--- src/rtl/instr_encoder.sv ---
// rtl/instr_encoder.sv - instruction field encoder with 2-entry write FIFO into instruction memory
module instr_encoder #(
  parameter int AW = 10
) (
  input  logic          clk,
  input  logic          rst_n,
  input  logic          start,
  input  logic          in_valid,
  output logic          in_ready,
  input  logic [3:0]    op_sel,
  input  logic [4:0]    rs,
  input  logic [4:0]    rt,
  input  logic [4:0]    rd,
  input  logic [4:0]    shamt,
  input  logic [15:0]   imm,
  output logic          imem_we,
  input  logic          imem_ready,
  output logic [AW-1:0] imem_addr,
  output logic [31:0]   imem_wdata,
  output logic [AW:0]   count,
  output logic          full,
  output logic          err
);

  localparam logic [AW:0] DEPTH = {1'b1, {AW{1'b0}}};

  typedef enum logic [1:0] {S_IDLE, S_LOAD, S_FULL, S_ERR} state_t;

  state_t        r_state;
  logic [31:0]   r_mem [2];
  logic          r_wr;
  logic          r_rd;
  logic [1:0]    r_occ;
  logic [AW-1:0] r_addr;
  logic [AW:0]   r_count;
  logic [AW:0]   r_acc;     // words accepted since start; caps outstanding work at memory depth
  logic          r_full;
  logic          r_err;

  logic [31:0]   w_word;
  logic          w_legal;
  logic          w_accept;
  logic          w_push;
  logic          w_pop;

  // Encode the presented fields into a machine word; op_sel 15 is the only illegal code
  always_comb begin
    w_word  = '0;
    w_legal = 1'b1;
    case (op_sel)
      4'd0:    w_word = {6'b001000, rs, rt, imm};
      4'd1:    w_word = {6'b100011, rs, rt, imm};
      4'd2:    w_word = {6'b101011, rs, rt, imm};
      4'd3:    w_word = {6'b000100, rs, rt, imm};
      4'd4:    w_word = {6'b000101, rs, rt, imm};
      4'd5:    w_word = {6'b000111, rs, 5'd0, imm};
      4'd6:    w_word = {6'b000000, rs, rt, rd, 5'd0, 6'b100000};
      4'd7:    w_word = {6'b000000, rs, rt, rd, 5'd0, 6'b100001};
      4'd8:    w_word = {6'b000000, rs, rt, rd, 5'd0, 6'b100010};
      4'd9:    w_word = {6'b000000, rs, rt, rd, 5'd0, 6'b100011};
      4'd10:   w_word = {6'b000000, rs, rt, rd, 5'd0, 6'b100100};
      4'd11:   w_word = {6'b000000, rs, rt, rd, 5'd0, 6'b100101};
      4'd12:   w_word = {6'b000000, 5'd0, rt, rd, shamt, 6'b000000};
      4'd13:   w_word = {6'b000000, rs, rt, rd, 5'd0, 6'b101010};
      4'd14:   w_word = {6'b000000, rs, rt, rd, 5'd0, 6'b101011};
      default: w_legal = 1'b0;
    endcase
  end

  assign in_ready   = (r_state == S_LOAD) && !r_occ[1] && (r_acc < DEPTH);
  assign w_accept   = in_valid && in_ready;
  assign w_push     = w_accept && w_legal;
  assign imem_we    = (r_occ != 2'd0);
  assign w_pop      = imem_we && imem_ready;
  assign imem_wdata = r_mem[r_rd];
  assign imem_addr  = r_addr;
  assign count      = r_count;
  assign full       = r_full;
  assign err        = r_err;

  // Control FSM plus FIFO and write-address bookkeeping; start overrides any same-cycle event
  always_ff @(posedge clk or negedge rst_n) begin
    if (!rst_n) begin
      r_state  <= S_IDLE;
      r_mem[0] <= '0;
      r_mem[1] <= '0;
      r_wr     <= 1'b0;
      r_rd     <= 1'b0;
      r_occ    <= 2'd0;
      r_addr   <= '0;
      r_count  <= '0;
      r_acc    <= '0;
      r_full   <= 1'b0;
      r_err    <= 1'b0;
    end else if (start) begin
      r_state <= S_LOAD;
      r_wr    <= 1'b0;
      r_rd    <= 1'b0;
      r_occ   <= 2'd0;
      r_addr  <= '0;
      r_count <= '0;
      r_acc   <= '0;
      r_full  <= 1'b0;
      r_err   <= 1'b0;
    end else begin
      if (w_push) begin
        r_mem[r_wr] <= w_word;
        r_wr        <= ~r_wr;
        r_acc       <= r_acc + 1'b1;
      end
      if (w_pop) begin
        r_rd    <= ~r_rd;
        r_addr  <= r_addr + 1'b1;
        r_count <= r_count + 1'b1;
      end
      r_occ <= r_occ + {1'b0, w_push} - {1'b0, w_pop};
      // Queued words still drain after an illegal op; only new input is refused
      if (w_accept && !w_legal) begin
        r_state <= S_ERR;
        r_err   <= 1'b1;
      end else if (r_state == S_LOAD && w_pop && r_count == DEPTH - 1'b1) begin
        r_state <= S_FULL;
        r_full  <= 1'b1;
      end
    end
  end

endmodule

--- config.mk ---
export PLATFORM = sky130hd
export DESIGN_NAME = instr_encoder
export DESIGN_NICKNAME = d
export VERILOG_FILES = /design/src/rtl/instr_encoder.sv
export SDC_FILE = /design/constraint.sdc
export NUM_CORES = 1
export LEC_CHECK = 0
export BUFFER_PORTS_ARGS = -buffer_cell sky130_fd_sc_hd__buf_2
export CAP_MARGIN = 10
export CORE_MARGIN = 5
export CORE_UTILIZATION = 49
export DETAILED_ROUTE_END_ITERATION = 10
export GPL_TIMING_DRIVEN = 0
export PLACE_DENSITY = 0.79
export SLEW_MARGIN = 40
export SYNTH_ARGS = -nofsm -noshare
export SYNTH_HDL_FRONTEND = slang
export SYNTH_SLANG_ARGS = --single-unit
--- constraint.sdc ---
create_clock -name clk -period 3.8 [get_ports clk]
set_clock_uncertainty 0.15 [all_clocks]
set_input_delay 0.57 -clock clk [delete_from_list [all_inputs] [get_ports clk]]
set_output_delay 0.57 -clock clk [all_outputs]
set_load 0.01 [all_outputs]
==> summary.txt <==
run status: finished, final reports clean
Max Freq: 0.356 GHz
number of synthesized register bits: 102
Net Count, Synth: 533
vias in the first global route: 4016
CTS tree: built
met3 WL post-DR: 582 um
Synth Warn #: 0
Max transition margin: 56.3%
Bufs on Longest Clock Path: 2
Hold Startpoint: rt[3]
CP endpoint kind: primary output
Internal: 0.00223 W
nets: 644
Switching Share: 35.2%
Top FF cell, synth: dfrtp_1
CP required: 3080 ps
hold depth: 3
Sequential Power Share: 46.1%
share of cells above drive strength 1: 28.4%
DP Area: 5570 um^2
CTS Buf Count: 9
Post-DP HPWL: 8.72 mm
max layer used: met4
core region area: 9730 um^2
Overall Global Routing Usage: 20.7%
Die H: 110 um
Initial Util: 50.2%
drt via density: 5.50
logic gate share of total power: 34.4%
gpl congestion: 0.846
period utilization: 73.8%
post-synthesis sequential area ratio: 52.3%
clock latency at the later pin of the worst-skew pair: 380 ps
Switch Pwr: 0.00121 W
Hold WS: 297 ps
Die Wd: 110 um
fin crit period: 2810 ps
crit path max fanout: 10
DRT iter0 DRCs: 195
Clk pwr share: 19.5%
largest net degree at the start of global routing: 80
RR Endpoint: r_mem[27]
CP Launch Type: register
Crit path buffers/inverters: 3
pwr/cell area: 596 nW/um^2
met2 WL: 6.09 mm
Max-Cap Viols: 0
setup violators final: 0
Worst Tran Pin Value: 655 ps
R2R Path Start: r_occ[1]
Mapped Area: 4880 um^2
maximum vdd drop: 234 uV
Reg clk slew, reported paths: 100 ps
CP max-delay cell: buf_1
routed via count: 4033
Hold Path Sink: r_mem[51]
Core Util, Final: 59.4%
Yosys cell types: 45
I/O pin count: 102
Final ANT Viol Nets: 0
Routed WL: 11.8 mm
endpoints failing hold: 0
CTS Sinks: 102
1st-pass router iterations: 4
Syn-to-layout area delta: 18.4%
post-route DRC violation count: 0
worst path cell trace: clkbuf_1 > buf_1 > mux2_2 > buf_2
routed len/inst: 16.2 um
Finished Cell Area: 5780 um^2
die footprint: 12100 um^2
P_leak: 2.76 nW
number of antenna violations at the first check in global routing: 1
Post-synth ARST share: 100%
FF-to-FF setup slack: 1470 ps
WS Path Type: register to primary output
Root Driver: clkbuf_8
setup TNS: 0 ps
wl on met1: 4.77 mm
CP arrival: 2090 ps
total gr overflow: 0
cells after synthesis: 483
first-pass GRT wire length: 19.1 mm
RSZ-0062 raised after global routing: false
reg2reg path depth: 7
total chip power: 0.00344 W
Post-synth EDFFs: 0
PortBufs: 98
number of H-tree levels: 3
hold crit path type: primary input to register
Crit path max-delay family: buffers and inverters
Slew Viols, Final: 0
Post-CTS Repair Setup Buffers: 0
site row count: 36
CP max stage delay: 550 ps
syn avg cell area: 10.1 um^2
cell usage after synthesis (2+ instances only):
library cell / number / area (um^2)
o211ai_1: 3 / 22.5
nand3_1: 6 / 30.0
o41ai_1: 2 / 17.5
nand4_1: 12 / 75.1
a22oi_1: 11 / 82.6
xor2_1: 12 / 105
nand2_1: 78 / 293
o21ai_0: 56 / 280
a21oi_1: 6 / 30.0
or2_2: 2 / 12.5
o31ai_1: 2 / 15.0
buf_2: 5 / 25.0
dfrtp_1: 102 / 2550
nor3_1: 7 / 35.0
or3_1: 5 / 31.3
inv_1: 9 / 33.8
nor2_1: 36 / 135
and3_1: 4 / 25.0
nor4_1: 5 / 31.3
mux2_2: 42 / 473
mux2i_1: 4 / 40.0
nor2b_1: 6 / 37.5
clkbuf_1: 17 / 63.8
nand2b_1: 6 / 37.5
buf_1: 5 / 18.8
xnor2_1: 16 / 140
or4_1: 2 / 15.0
ha_1: 5 / 62.6
stage by stage:
| stage | setup slack, ps | std cells |
|---|---|---|
| 3_3_place_gp | 989 | 714 |
| 3_5_place_dp | 1270 | 715 |
| 4_1_cts | 990 | 732 |
| 5_1_grt | 883 | 733 |
| 2_1_floorplan | 1700 | 483 |
| 6_report | 995 | 733 |
sequential cells by signal, summed over array words and instances (netlist names):
name / count
r_acc: 11
r_occ: 2
imem_addr: 10
count: 11
full: 1
err: 1
r_state: 2
r_mem: 62
r_wr: 1
r_rd: 1
worst min-delay path: stages:
cell and delay [ps]:
buf_2 100, nand2_1 60, o21ai_0 70
what timing repair did:
item,4_1_cts,5_1_grt
resized for setup,0,0
hold buffers,1,0
endpoints found under the hold margin,23,0
logic make-up after synthesis:
kind of cell	after synthesis	synth area share, %
buf+inv	39	3.38
mux	46	10.5
flops	102	52.3
xor+xnor	28	5.03
simple gates	174	16.9
compound gates	88	10.5
other cells	1	0.0768
fa+ha+maj	5	1.28
layout by cell type, fill, tap and decap left out, types with 7 or more instances in the layout:
cell type and instances:
nor2_1 36, inv_1 9, a22oi_1 11, o21ai_0 56
nand2_1 78, nor3_1 7, mux2_2 42, clkbuf_8 10
buf_2 102, clkbuf_1 17, xnor2_1 16, xor2_1 12
dfrtp_1 102, nand4_1 12
layout make-up:
cell class | instances | area [um^2]
fill | 829 | 3950
antenna | 1 | 2.50
sequential | 102 | 2550
inverter | 9 | 33.8
buffer | 30 | 131
clock buffer | 10 | 138
timing repair buffer | 100 | 538
clock inverter | 6 | 53.8
multi-input combinational | 342 | 2160
tap | 133 | 166
worst max path at each step:
stage	start	to	depth (start not counted)	slack, ps
after global placement	rst_n	r_mem[41]	1	990
after CTS	r_rd	imem_wdata[2]	4	990
after floorplan	r_occ[1]	r_occ[0]	7	1700
final	r_rd	imem_wdata[5]	4	990
after global routing	r_rd	imem_wdata[2]	4	880
after detailed placement	op_sel[3]	r_mem[5]	6	1270
power by group through the flow:
stage          Clock [W]  Sequential, W  Combinational (W)
6_report        0.000669        0.00159            0.00118
5_1_grt         0.000733        0.00163            0.00132
4_1_cts         0.000688        0.00159            0.00120
3_5_place_dp           0        0.00161            0.00119
3_3_place_gp           0        0.00158            0.00115
2_1_floorplan          0        0.00156           0.000780
routing by layer:
metal | vias to the layer above | track usage [%]
met4 | 0 | 9.97
met3 | 28 | 4.58
met1 | 2009 | 25.1
met5 | - | 0
met2 | 108 | 34.8
li1 | 1888 | -
No activity file was read; power rests on OpenSTA's default activity.
